**src/rtl/uart_tx_if.sv**
```systemverilog
// Handshake and serial-line bundle between a byte source and the UART transmitter.
interface uart_tx_if;
    logic       tx_start;
    logic [7:0] tx_data_in;
    logic       tx_data_out;
    logic       tx_busy;
    logic       tx_done;

    // Byte source: requests frames and observes line/status
    modport master (
        output tx_start,
        output tx_data_in,
        input  tx_data_out,
        input  tx_busy,
        input  tx_done
    );

    // Transmitter: accepts requests and drives line/status
    modport slave (
        input  tx_start,
        input  tx_data_in,
        output tx_data_out,
        output tx_busy,
        output tx_done
    );
endinterface

```
**src/rtl/uart_tx.sv**
```systemverilog
// UART transmitter: start bit, 8 data bits LSB first, optional parity, one stop bit.
// Every bit lasts CLKS_PER_BIT clocks; line, busy and done are registered.
module uart_tx #(
    parameter int unsigned CLKS_PER_BIT = 3,
    parameter int unsigned PARITY_EN    = 0,
    parameter int unsigned PARITY_ODD   = 0
) (
    input  logic     clk,
    input  logic     rst,
    uart_tx_if.slave bus
);

    localparam int unsigned CNT_W = (CLKS_PER_BIT > 1) ? $clog2(CLKS_PER_BIT) : 1;
    localparam int unsigned IDX_W = 3;
    localparam logic [CNT_W-1:0] CNT_LAST = CNT_W'(CLKS_PER_BIT - 1);
    localparam logic [IDX_W-1:0] IDX_LAST = IDX_W'(7);

    typedef enum logic [2:0] {
        IDLE,
        START,
        DATA,
        PARITY,
        STOP
    } state_t;

    state_t           state_q, state_n;
    logic [CNT_W-1:0] cnt_q, cnt_n;
    logic [IDX_W-1:0] idx_q, idx_n;
    logic [7:0]       shreg_q, shreg_n;
    logic             line_q, line_n;
    logic             busy_q, busy_n;
    logic             done_q, done_n;
    logic             bit_end;
    logic             parity_bit;

    assign bus.tx_data_out = line_q;
    assign bus.tx_busy     = busy_q;
    assign bus.tx_done     = done_q;

    // State, counters, latched byte and registered outputs
    always_ff @(posedge clk) begin
        if (rst) begin
            state_q <= IDLE;
            cnt_q   <= '0;
            idx_q   <= '0;
            shreg_q <= '0;
            line_q  <= 1'b1;
            busy_q  <= 1'b0;
            done_q  <= 1'b0;
        end else begin
            state_q <= state_n;
            cnt_q   <= cnt_n;
            idx_q   <= idx_n;
            shreg_q <= shreg_n;
            line_q  <= line_n;
            busy_q  <= busy_n;
            done_q  <= done_n;
        end
    end

    // Next state and next registered outputs, derived from the upcoming state
    always_comb begin
        state_n    = state_q;
        cnt_n      = cnt_q;
        idx_n      = idx_q;
        shreg_n    = shreg_q;
        line_n     = 1'b1;
        busy_n     = 1'b0;
        done_n     = 1'b0;
        bit_end    = (cnt_q == CNT_LAST);
        parity_bit = (^shreg_q) ^ (PARITY_ODD != 0);

        case (state_q)
            IDLE: begin
                if (bus.tx_start) begin
                    state_n = START;
                    shreg_n = bus.tx_data_in;
                    cnt_n   = '0;
                    idx_n   = '0;
                end
            end
            START: begin
                if (bit_end) begin
                    cnt_n   = '0;
                    state_n = DATA;
                end else begin
                    cnt_n = cnt_q + CNT_W'(1);
                end
            end
            DATA: begin
                if (bit_end) begin
                    cnt_n = '0;
                    if (idx_q == IDX_LAST) begin
                        idx_n   = '0;
                        state_n = (PARITY_EN != 0) ? PARITY : STOP;
                    end else begin
                        idx_n = idx_q + IDX_W'(1);
                    end
                end else begin
                    cnt_n = cnt_q + CNT_W'(1);
                end
            end
            PARITY: begin
                if (bit_end) begin
                    cnt_n   = '0;
                    state_n = STOP;
                end else begin
                    cnt_n = cnt_q + CNT_W'(1);
                end
            end
            STOP: begin
                if (bit_end) begin
                    cnt_n   = '0;
                    state_n = IDLE;
                end else begin
                    cnt_n = cnt_q + CNT_W'(1);
                end
            end
            default: begin
                state_n = IDLE;
                cnt_n   = '0;
                idx_n   = '0;
            end
        endcase

        case (state_n)
            START:   line_n = 1'b0;
            DATA:    line_n = shreg_n[idx_n];
            PARITY:  line_n = parity_bit;
            default: line_n = 1'b1;
        endcase

        busy_n = (state_n != IDLE);
        done_n = (state_n == STOP) && (cnt_n == CNT_LAST);
    end

endmodule
```
**src/flat_wrapper.sv**
```systemverilog
// flat-port wrapper written by rule: the top's interface ports become plain ports
module uart_tx_flat 
#(
    parameter int unsigned CLKS_PER_BIT = 3,
    parameter int unsigned PARITY_EN    = 0,
    parameter int unsigned PARITY_ODD   = 0
)
  (clk, rst, bus_tx_start, bus_tx_data_in, bus_tx_data_out, bus_tx_busy, bus_tx_done);
  uart_tx_if bus_i ();
  input  logic clk;
  input  logic rst;
  input wire logic [$bits(bus_i.tx_start)-1:0] bus_tx_start;
  input wire logic [$bits(bus_i.tx_data_in)-1:0] bus_tx_data_in;
  output wire logic [$bits(bus_i.tx_data_out)-1:0] bus_tx_data_out;
  output wire logic [$bits(bus_i.tx_busy)-1:0] bus_tx_busy;
  output wire logic [$bits(bus_i.tx_done)-1:0] bus_tx_done;
  assign bus_i.tx_start = bus_tx_start;
  assign bus_i.tx_data_in = bus_tx_data_in;
  assign bus_tx_data_out = bus_i.tx_data_out;
  assign bus_tx_busy = bus_i.tx_busy;
  assign bus_tx_done = bus_i.tx_done;
  uart_tx #(.CLKS_PER_BIT(CLKS_PER_BIT), .PARITY_EN(PARITY_EN), .PARITY_ODD(PARITY_ODD)) u_core (.clk(clk), .rst(rst), .bus(bus_i));
endmodule
```
**config.mk**
```make
export PLATFORM = sky130hd
export DESIGN_NAME = uart_tx_flat
export DESIGN_NICKNAME = d
export VERILOG_FILES = /design/src/rtl/uart_tx_if.sv /design/src/rtl/uart_tx.sv /design/src/flat_wrapper.sv
export SDC_FILE = /design/constraint.sdc
export NUM_CORES = 1
export LEC_CHECK = 0
export CORE_ASPECT_RATIO = 1.1
export CORE_MARGIN = 5
export CORE_UTILIZATION = 53
export DETAILED_ROUTE_END_ITERATION = 8
export PLACE_DENSITY = 0.82
export REMOVE_ABC_BUFFERS = 1
export SLEW_MARGIN = 40
export SYNTH_ARGS = -nofsm -noshare
export SYNTH_HDL_FRONTEND = slang
export SYNTH_SLANG_ARGS = --single-unit
```
**constraint.sdc**
```tcl
create_clock -name clk -period 2.5 [get_ports clk]
set_clock_uncertainty 0.05 [all_clocks]
set_input_delay 0.625 -clock clk [delete_from_list [all_inputs] [get_ports clk]]
set_output_delay 0.625 -clock clk [all_outputs]
set_load 0.05 [all_outputs]
```
---- Word-level counts from Yosys, hierarchy flattened ----
Index checks and enable logic that the tools add are counted.
storage, ports and cells
  bits in registers ....................... 19
  input port bits ......................... 11
  output and inout port bits .............. 3
operators by class
  $add $sub $neg .......................... 2
  order comparisons ....................... 1
  equality and inequality tests ........... 11
  mux-type cells .......................... 19
  reduce and logical (&&, ||, !) cells .... 6
operators by type and width
  operator                                                                      count
  3-bit two-way mux                                                             9
  8-bit two-way mux                                                             2
  3-bit case mux with 5 select lines                                            1
  3-bit by 2-bit == test with 1-bit output, second input constant               4
  3-bit == test, second input constant                                          3
  3-bit case mux with 3 select lines                                            1
  8-bit parity                                                                  1
  3-bit by 1-bit == test with 1-bit output, second input constant               2
  2-bit == test, second input constant                                          2
  3-bit by 4-bit less-than comparator with 1-bit output, second input constant  1
  2-bit two-way mux                                                             2
  2-bit case mux with 2 select lines                                            1
  4-bit OR reduction                                                            1
  3-bit by 1-bit adder with 3-bit output, second input constant                 1
  1-bit binary-select mux with 3-bit select                                     1
  3-bit zero test                                                               1
  1-bit case mux with 3 select lines                                            1
  3-bit nonzero test                                                            1
  3-bit OR reduction                                                            1
  2-bit by 1-bit adder with 2-bit output, second input constant                 1
  1-bit logical AND                                                             1
  1-bit two-way mux                                                             1

---- Depth between registers and ports, before layout ----
  word-level depth ........................ 7
  gate-level depth with buffers ........... 8
  gate-level depth less buffers ........... 8

---- Least setup slack after synthesis ----
OpenSTA, ideal clock, no wires.
  path kind ............................... flip-flop to flip-flop
  start ................................... register u_core.idx_q[1]
  end ..................................... register u_core.line_q, in the netlist u_core.bus.tx_data_out
  library setup time ...................... 0.074 ns
  data arrival time ....................... 2.026 ns
  data required time ...................... 2.376 ns
  slack ................................... 0.350 ns
  stages on the path, launching flop included .. 9
  buffers on the path ..................... 0
  period minus slack after synthesis ...... 2.150 ns
  cells stage by stage .................... dfxtp_1 -> ha_1 -> ha_1 -> nor2_1 -> or4b_4 -> o21ai_2 -> mux2_4 -> o221a_1 -> a31oi_1
between the ends
  longest elaborated chain between the ends .. 7
  elaborated cells between the ends (all ways) .. 15
RTL lines
  element                                                                         line                          source
  start: declaration                                                              uart_tx.sv:28                 logic [IDX_W-1:0] idx_q, idx_n;
  start signal: assignment                                                        uart_tx.sv:53                 idx_q <= idx_n;
  3-bit by 1-bit adder with 3-bit output / 3-bit == test (equally long branches)  uart_tx.sv:97, uart_tx.sv:93
  3-bit two-way mux                                                               uart_tx.sv:93                 if (idx_q == IDX_LAST) begin
  3-bit two-way mux                                                               uart_tx.sv:91                 if (bit_end) begin
  3-bit case mux with 3 select lines                                              uart_tx.sv:73                 case (state_q)
  1-bit binary-select mux with 3-bit select                                       uart_tx.sv:128                DATA: line_n = shreg_n[idx_n];
  1-bit two-way mux (not written as such)                                         uart_tx.sv:128
  1-bit case mux with 3 select lines *                                            uart_tx.sv:126                case (state_n)
  end signal: assignment                                                          uart_tx.sv:55                 line_q <= line_n;
  end: declaration                                                                uart_tx.sv:30                 logic line_q, line_n;
Mark *: on every way between the ends. The rest lies on a longest branch, timed or not. The select of a mux whose other input is x is not followed.
A chain may end at the register's enable or synchronous reset.

---- Worst setup path after layout ----
Ends and elaborated chain as after synthesis.

==> summary.md <==
The flow ran to the end, and the final reports show no timing, DRC or antenna violations. The total setup violations reported at the end of the flow came out at 0. In this run, distinct cell masters in the synthesized netlist total 35. For this design the static power due to leakage is 0.000463 µW. Once the clock tree was built, the resizer swapped 0 gates to a different size. The number of failing hold endpoints at the final stage is 0. The run gives 53.8% as the starting density of the core. The buffer type at the clock tree root was clkbuf_4. The final critical-path share of the clock period came out at 93.0%. The launch point of the worst hold path is u_core.cnt_q[1]. Once layout is complete, the utilization of the core stands at 63.7%.

For the warning count from the yosys run, the log shows 0. The routed wirelength normalized by instance count was 14.9 µm. After detailed routing, the total wire length is 2.35 mm. The die covers 2980 µm². Critical path startpoint: u_core.idx_q[1].

Synthesis inferred 19 register bits. For this design the ratio of total power to cell area is 500 nW/µm². For the worst setup path, the data arrival time is 2.51 ns. The tools report the row count as 17. The logs give 1 for the number of levels in the clock H-tree and 25.7% for the fraction of power consumed by the clock network.

Based on the critical path, the design can be clocked at up to 0.430 GHz. For the pre-CTS worst setup slack, the log shows -0.00442 ns. The die is 52.5 µm wide. For the via total after detailed routing, the log shows 925. Detailed placement finished with a half-perimeter wire length of 1.81 mm. The tools report the first-pass iteration count of the detailed router as 4. The switching part of the total power came out at 28.0%. Sorting the synthesized cells by area gives the leading types as dfxtp_1 36%, mux2i_1 10%, xnor2_1 5.8%.

For the worst-skew pair, the clock arrives at the later sink with an insertion delay of 0.30 ns. The core region is 1960 µm². Across the run, the number of max-cap violations was 0.

STA classifies the critical path startpoint as a flip-flop. For this design, the CTS-stage hold fixing added 0 buffers. The setup path with the least slack is of type reg -> reg.

In the final timing run, aggregate negative setup slack is 0 ns. The share of synthesized area in the top cell type comes to 36.1%. The run gives 20.9% as the share of total power in combinational logic.

Share of cells above drive strength 1: 12.3%. The synthesis-to-layout area growth was 18.4%. The path class of the tightest hold or removal check is reg -> reg. The number of setup buffers added after CTS is 0. Counting flops with an async set or reset pin after synthesis yields a share of 0%. Summing all multi-input logic gate instances after layout gives 626 µm².

The detailed router finished its first iteration with 24 violations. The via count normalized by instance count was 5.85. TritonCTS built the clock tree.

Number of buffers created by CTS: 3. Most common library cell in the layout ignoring fill and taps: dfxtp_1. For the number of top-level pins, the log shows 14. The antenna cell count is 0. Synthesis handed over a netlist of 112 instances. The final net count is 144, and the synthesized area divided by synthesized cell count is 9.40 µm².

Entering global routing, the biggest net connects 13 pins. The clock passes through at most 2 buffers. Cell internal power was estimated by the tool at 449 µW. First-pass GRT wire length: 3.94 mm. Main flop type after synthesis: dfxtp_1. The CTS clock-pin slew for the worst setup and hold paths came out at 0.11 ns.

The number of max-slew violations in the final report was 0. The number of global-route vias before repair is 922, and the net switching power figure is 175 µW. The tools report the type of element capturing the critical path as a flip-flop. Filler cell count in the final layout: 177. Setup repair after global routing left no endpoint under its margin.

The cell area that synthesis handed to floorplanning was 1050 µm². The tools report the sequential cell area as 380 µm². In this run the tightest slew margin relative to its limit is 63.6%. Routability-driven placement finished with a final weighted congestion of 0.828. In this run the critical register-to-register path is launched from u_core.idx_q[1].

The count of antenna-violating nets left after detailed routing came out at 0. In the layout the commonest cells are 19 x dfxtp_1, 15 x nor2_1, 13 x clkdlybuf4s50_1, 11 x mux2i_1, 7 x xnor2_1. The TritonCTS sink count was 19; the maximum fanout along the worst path was 5. For this run, design rule violations remaining after detail routing come to 0.

The die extent in y came out at 56.7 µm. IR analysis of the VDD net gives a maximum drop of 0.000358 V. The minimum setup slack in the final design is 0.175 ns, and the required arrival time at the worst endpoint is 2.68 ns. The transition time of the tightest slew-check pin came out at 0.541 ns. Registers are responsible for 53.5% of the overall power.

The number of flops mapped to enable cells by yosys was 0; the final period demand of the worst path was 2.32 ns. dfxtp_1 takes more of the synthesized area than any other cell. The tools report the initial antenna violation count as 0. Global routing used 17.7% of the available tracks. Global routing finished with a remaining overflow of 0. For this run, the register share of the synthesized area comes to 36.1%. During placement, the flow inserted port buffers numbering 13.
-- worst max-delay path: stages (launching register included) --
cell and delay [ns]:
dfxtp_1 0.37, ha_1 0.20, ha_1 0.22, nor2_1 0.11
or4b_4 0.47, o21ai_2 0.12, mux2_4 0.33, o221a_1 0.21
a31oi_1 0.17
-- layout make-up --
| class | instances | share of cell area, % |
|---|---|---|
| Multi-Input combinational cell | 87 | 50.2 |
| Sequential cell | 19 | 30.5 |
| Timing Repair Buffer | 19 | 14.1 |
| Tap cell | 28 | 2.81 |
| Clock buffer | 4 | 2.11 |
| Inverter | 1 | 0.301 |
-- cell usage after synthesis (2+ instances only) --
library cell / number
a211oi_1: 2
a21oi_1: 3
a22oi_1: 2
a31oi_1: 3
buf_6: 3
dfxtp_1: 19
ha_1: 2
mux2i_1: 11
nand2_1: 5
nand2b_1: 3
nand3_1: 2
nor2_1: 15
nor2b_1: 4
nor3_1: 5
nor3b_1: 3
o21ai_0: 4
o21ai_2: 2
xnor2_1: 7
-- final timing paths --
kind                                               end  slack (ns)  depth (start not counted)
worst min-delay path                   u_core.cnt_q[1]        0.48                          2
worst max register to register  u_core.bus.tx_data_out        0.18                          8
worst max-delay path            u_core.bus.tx_data_out        0.18                          8
worst min register to register         u_core.cnt_q[1]        0.48                          2
-- stage by stage --
step / instance area [µm²] / hold slack [ns] / cells / power [µW]
floorplan: 1010 / 0.436 / 107 / 420
global placement: 1220 / 0.455 / 154 / 464
detailed placement: 1220 / 0.468 / 154 / 470
CTS: 1250 / 0.484 / 158 / 627
global route: 1250 / 0.519 / 158 / 652
finish: 1250 / 0.480 / 158 / 624
-- kinds of logic after synthesis --
group | share of synthesized area (%)
simple gates | 24.4
xor+xnor | 5.83
compound gates | 15.0
flops | 36.1
buf+inv | 4.40
fa+ha+maj | 2.38
mux | 11.9
-- registers in the layout, indices dropped and copies added (netlist names) --
| signal | count |
|---|---|
| u_core.bus.tx_done | 1 |
| u_core.shreg_q | 8 |
| u_core.bus.tx_busy | 1 |
| u_core.idx_q | 3 |
| u_core.state_q | 3 |
| u_core.cnt_q | 2 |
| u_core.bus.tx_data_out | 1 |
-- power groups by stage --
stage	clock [µW]	combinational, µW	sequential [µW]
final	160	130	334
after global routing	175	140	336
after CTS	163	130	334
after detailed placement	0	130	341
after global placement	0	125	339
after floorplan	0	71.8	348
-- layer usage --
metal,part of all wire (%),routed length (µm),global-route usage [%]
met1,40,945,18.0
met3,5.6,131,3.18
met4,3.7,88,11.3
met5,0,0,0
met2,50,1190,31.6
Power figures use the tool's default switching activity.
==> patch 1: new RTL, same flow settings <==
`CLKS_PER_BIT` is set to 3 in 2 places; all go to 6.
--- a/src/rtl/uart_tx.sv
+++ b/src/rtl/uart_tx.sv
@@ -1,7 +1,7 @@
 // UART transmitter: start bit, 8 data bits LSB first, optional parity, one stop bit.
 // Every bit lasts CLKS_PER_BIT clocks; line, busy and done are registered.
 module uart_tx #(
-    parameter int unsigned CLKS_PER_BIT = 3,
+    parameter int unsigned CLKS_PER_BIT = 6,
     parameter int unsigned PARITY_EN    = 0,
     parameter int unsigned PARITY_ODD   = 0
 ) (
--- a/src/flat_wrapper.sv
+++ b/src/flat_wrapper.sv
@@ -1,7 +1,7 @@
 // flat-port wrapper written by rule: the top's interface ports become plain ports
 module uart_tx_flat 
 #(
-    parameter int unsigned CLKS_PER_BIT = 3,
+    parameter int unsigned CLKS_PER_BIT = 6,
     parameter int unsigned PARITY_EN    = 0,
     parameter int unsigned PARITY_ODD   = 0
 )
Check against the original RTL: not equivalent (Yosys sat finds a counterexample within 10 cycles, from zero or initial values and one cycle with rst high).
==> patch 1 against the unedited design <==
  * Worst setup slack lost 50 ps
  * Sequential cell count is 1 higher
  * Maximum frequency fell by 2.1%
  * Routed wire length up 21%
  * First-iteration DRC count is 71% higher
  * Utilization is 3.0 points higher
  * Sequential share of layout area shrank 3.1 points
  * Total power grew 23%
  * Synthesized cell count increased by 11%
  * Final area is 17% higher
  * Area after synthesis rose by 12%
  * Largest cell class unchanged
==> patch 1: results (changes against the unedited design) <==
Outcome = completed
Initial drt markers = 41 (+71%)
Synth cell count leaders = dfxtp_1 (20), nor2_1 (14), nor2b_1 (11)
Met3 routed WL = 168 µm (+28%)
Share of cells above drive strength 1 = 20.7% (+8.4 points)
Hold Crit Endpoint = u_core.bus.tx_done
Leakage = 0.546 nW (+18%)
Via count = 1058 (+14%)
Metal2 WL = 1.51 mm (+27%)
Proportion of synthesized chip area in sequential cells = 34.0% (-2.1 points)
Minimum hold slack = 513 ps (+32.6 ps)
Post-synth cell types = 42 (+20%)
Worst ir drop on vdd = 379 µV (+5.8%)
CTS clk-pin slew, worst paths = 110 ps (about the same)
Largest net degree at the start of global routing = 14 (+1)
First-pass GRT wire length = 4.86 mm (+23%)
Maximum clock path buffer count = 2 (unchanged)
GP Congestion = 0.965 (+17%)
Worst min-delay path class = reg2reg
Crit path launch = u_core.state_q[1]
Top cells by area, synth = dfxtp_1 (34%), nor2b_1 (5.9%), xnor2_1 (5.2%)
Hold depth = 1 (-1)
Fin nets = 159 (+10%)
Worst Max-Slew Pin Slew = 588 ps (+46.6 ps)
Path depth of the worst reg2reg path = 7 (-1)
WL met1 = 1.07 mm (+13%)
Hold_sp = u_core.cnt_q[2]
TritonRoute pass-1 iters = 4 (unchanged)
Ant diodes = 0 (unchanged)
Worst EP arrival = 2590 ps (+80 ps)
Placement-stage cell area = 1380 µm² (+13%)
Post-placement setup slack = -415 ps (-411 ps)
DR WL/cell = 16.3 µm (+9.3%)
GRT Total Usage = 20.4% (+2.7 points)
Max FO, Critical Path = 11 (+6)
Cell Count, Final, Fillers Out = 175 (+11%)
Synth Area per Inst = 9.48 µm² (+0.96%)
patch 1: cell count changes after synthesis, moves of 3 or more:
cell,change
mux2_2,+4
nor2b_1,+7
mux2_1,+3
nor3b_1,-3
nand3b_1,+3
mux2i_1,-9
a211oi_1,+5
nand2b_1,-3
patch 1: cell families after synthesis:
logic type / count (synthesis) / share of synthesized area, %
flip-flops: 20 / 34.0
XOR/XNOR: 8 / 5.96
adder cells (fa/ha/maj): 2 / 2.13
AO/OA/AOI/OAI: 28 / 19.0
multiplexers: 9 / 8.40
buffers and inverters: 7 / 3.94
AND/OR/NAND/NOR: 50 / 26.5
patch 1: timing repair:
action | CTS | global route
hold endpoints to repair | 0 | 0
pin swaps | 1 | 0
endpoints found under the setup margin | 1 | 1
resized for setup | 6 | 1
patch 1: routing by layer:
metal,global-route usage (%),vias up
li1,-,503
met1,20.8,501
met2,37.0,43
met3,3.53,11
met4,12.5,0
met5,0,-
patch 1: layout make-up:
| type | instances | area (µm²) |
|---|---|---|
| well taps | 30 | 37.5 |
| repair buffers | 23 | 208 |
| inverters | 1 | 3.75 |
| clock buffers | 3 | 22.5 |
| multi-input cells | 97 | 756 |
| flip-flops and latches | 20 | 400 |
| fillers | 190 | 727 |
| clock inverters | 1 | 30.0 |
patch 1: critical path, stage by stage (launching register included):
cell       delay (ps)
dfxtp_1           560
or2b_1            280
o221ai_2          450
a22oi_1           200
buf_4             180
a2111oi_2         380
o41ai_2           150
nand3_1            90
patch 1: power by group:
| part | leakage (nW) | total, mW | internal [mW] | switching, mW |
|---|---|---|---|---|
| Sequential | 0.164 | 0.346 | 0.334 | 0.0121 |
| Clock | 0.0279 | 0.268 | 0.162 | 0.106 |
| Combinational | 0.355 | 0.155 | 0.0798 | 0.0751 |
==> patch 2: new RTL, same settings <==
Without the edit above. The 5 states of `state_t` get a Gray code encoding in 3 bits.
--- a/src/rtl/uart_tx.sv
+++ b/src/rtl/uart_tx.sv
@@ -16,11 +16,11 @@
     localparam logic [IDX_W-1:0] IDX_LAST = IDX_W'(7);
 
     typedef enum logic [2:0] {
-        IDLE,
-        START,
-        DATA,
-        PARITY,
-        STOP
+        IDLE   = 3'b000,
+        START  = 3'b001,
+        DATA   = 3'b011,
+        PARITY = 3'b010,
+        STOP   = 3'b110
     } state_t;
 
     state_t           state_q, state_n;
Formal check against the unedited RTL: no difference found for any inputs over 10 cycles, from zero or initial values and one cycle with rst high; not proved beyond that.
==> patch 2 against the unedited design <==
  * Total power rose by 14%
  * Global-route usage rose by 1.4 points
  * Final area rose by 8.2%
  * Worst setup slack got worse by 78 ps
  * Area after synthesis rose by 1.3%
  * Register-to-register slack improved by 30 ps
  * Sequential cell count did not move
  * Routed wire length rose by 7.7%
  * Clock power rose by 2%
  * Maximum frequency fell by 3.2%
  * Largest cell class unchanged
==> patch 2: results (changes against the unedited design) <==
CTS clk-pin slew, worst paths = 100 ps
Max FO, Critical Path = 4 (-1)
Ant diodes = 0 (unchanged)
Worst skew pair latency = 320 ps (+20 ps)
Top routing layer in use = met4
Fin nets = 159 (+10%)
GRT Total Usage = 19.0% (+1.4 points)
Yosys top cell by area = dfxtp_1
Biggest regs = u_core.shreg_q: 8 flops, u_core.idx_q: 3 flops, u_core.state_q: 3 flops
Share of cells above drive strength 1 = 18.6% (+6.3 points)
Met3 routed WL = 92 µm (-30%)
WL met1 = 1.02 mm (+8.1%)
DR WL/cell = 14.6 µm (-1.7%)
Top cells by area, synth = dfxtp_1 (36%), mux2i_1 (10%), nor2_1 (6.7%)
Vias in the first global route = 984 (+6.7%)
Crit path launch = bus_tx_start
Post-synth cell types = 37 (+5.7%)
Outcome = completed
Placement-stage cell area = 1320 µm² (+8.2%)
Proportion of synthesized chip area in sequential cells = 35.7% (-0.47 points)
Post-CTS setup buffer count = 0 (unchanged)
Initial drt markers = 21 (-13%)
Port buffer count = 13 (unchanged)
GP Congestion = 0.888 (+7.3%)
Worst ir drop on vdd = 413 µV (+15%)
R2r setup slk = 210 ps (+30 ps)
Metal2 WL = 1.28 mm (+7.5%)
Reg-to-reg endpoint = u_core.bus.tx_data_out
Switching share of power = 30.9% (+2.8 points)
Largest net degree at the start of global routing = 20 (+7)
CP Capture Type = register
Leakage = 0.541 nW (+17%)
H-tree depth = 1 (unchanged)
Root Buffer = clkbuf_4
Ys async rst share = 0% (unchanged)
Via count = 989 (+6.9%)
Maximum clock path buffer count = 2 (unchanged)
Reg-to-reg critical path startpoint = u_core.state_q[1]
TritonRoute pass-1 iters = 6 (+2)
Yosys warnings = 0 (unchanged)
Dpl hpwl = 1.89 mm (+4.3%)
Worst Max-Slew Pin Slew = 669 ps (+127 ps)
First-pass GRT wire length = 4.20 mm (+6.5%)
Synth cell count leaders = dfxtp_1 (19), nor2_1 (19), mux2i_1 (11)
## patch 2: changes by cell type after synthesis, sizes merged, moves of 2 or more
| cell | before | now |
|---|---|---|
| a221oi | 0 | 2 |
| a22o | 2 | 0 |
| a21oi | 3 | 8 |
| a21o | 0 | 2 |
| a31oi | 3 | 1 |
| nor3 | 5 | 3 |
| nor2 | 15 | 19 |
| o21ai | 6 | 3 |
## patch 2: cell families (layout without fill, tap and decap cells)
| logic type | after synthesis | after routing | share of synthesized area [%] |
|---|---|---|---|
| AOI/OAI and AO/OA | 24 | 24 | 15.8 |
| xor gates and xnor gates | 7 | 7 | 5.75 |
| adders and majority gates | 2 | 2 | 2.35 |
| buffers and inverters | 8 | 37 | 5.05 |
| DFF | 19 | 19 | 35.7 |
| muxes | 11 | 11 | 10.3 |
| and+or+nand+nor | 45 | 45 | 25.0 |
## patch 2: worst max-delay path, stage by stage
cell,delay (ps)
clkdlybuf4s50_1,500
nor4b_4,350
buf_4,220
mux2i_1,290
a21o_1,160
a21oi_1,70
nand2_1,70
a31o_1,140
nand4b_1,100
## patch 2: power groups by stage
stage	clock, mW	sequential [mW]	combinational (mW)
finish	0.164	0.345	0.199
global route	0.183	0.348	0.213
CTS	0.168	0.344	0.198
detailed placement	0	0.351	0.196
global placement	0	0.349	0.192
floorplan	0	0.362	0.102
## patch 2: worst min path at each step
stage                      start                end  depth (start not counted)  slack, ps
2_1_floorplan  u_core.shreg_q[0]  u_core.shreg_q[0]                          2        450
3_3_place_gp   u_core.shreg_q[4]  u_core.shreg_q[4]                          2        490
3_5_place_dp   u_core.shreg_q[5]  u_core.shreg_q[5]                          2        510
4_1_cts          u_core.cnt_q[0]    u_core.cnt_q[0]                          2        550
5_1_grt          u_core.cnt_q[0]    u_core.cnt_q[0]                          2        580
6_report       u_core.shreg_q[4]  u_core.shreg_q[4]                          2        550
## patch 2: metrics by stage
step / instances / hold slack, ps / util, % / worst slack (ps) / power [mW]
2_1_floorplan: 110 / 447 / - / 238 / 0.464
5_1_grt: 173 / 583 / 68.9 / 10.8 / 0.744
4_1_cts: 173 / 549 / 68.9 / 99.2 / 0.710
6_report: 173 / 551 / 68.9 / 97.5 / 0.708
3_5_place_dp: 169 / 512 / 67.5 / -223 / 0.547
3_3_place_gp: 169 / 489 / 67.5 / -161 / 0.541
## patch 2: layout make-up
class / count / area (µm²)
Clock buffer: 3 / 22.5
Fill cell: 163 / 608
Multi-Input combinational cell: 89 / 632
Sequential cell: 19 / 382
Clock inverter: 1 / 5.00
Timing Repair Buffer: 31 / 265
Inverter: 2 / 7.51
Tap cell: 28 / 35.0
## patch 2: per-layer routing
metal / track usage, % / vias up
met5: 0 / -
met3: 3.13 / 15
met2: 30.9 / 32
met1: 20.9 / 468
li1: - / 474
met4: 16.4 / 0
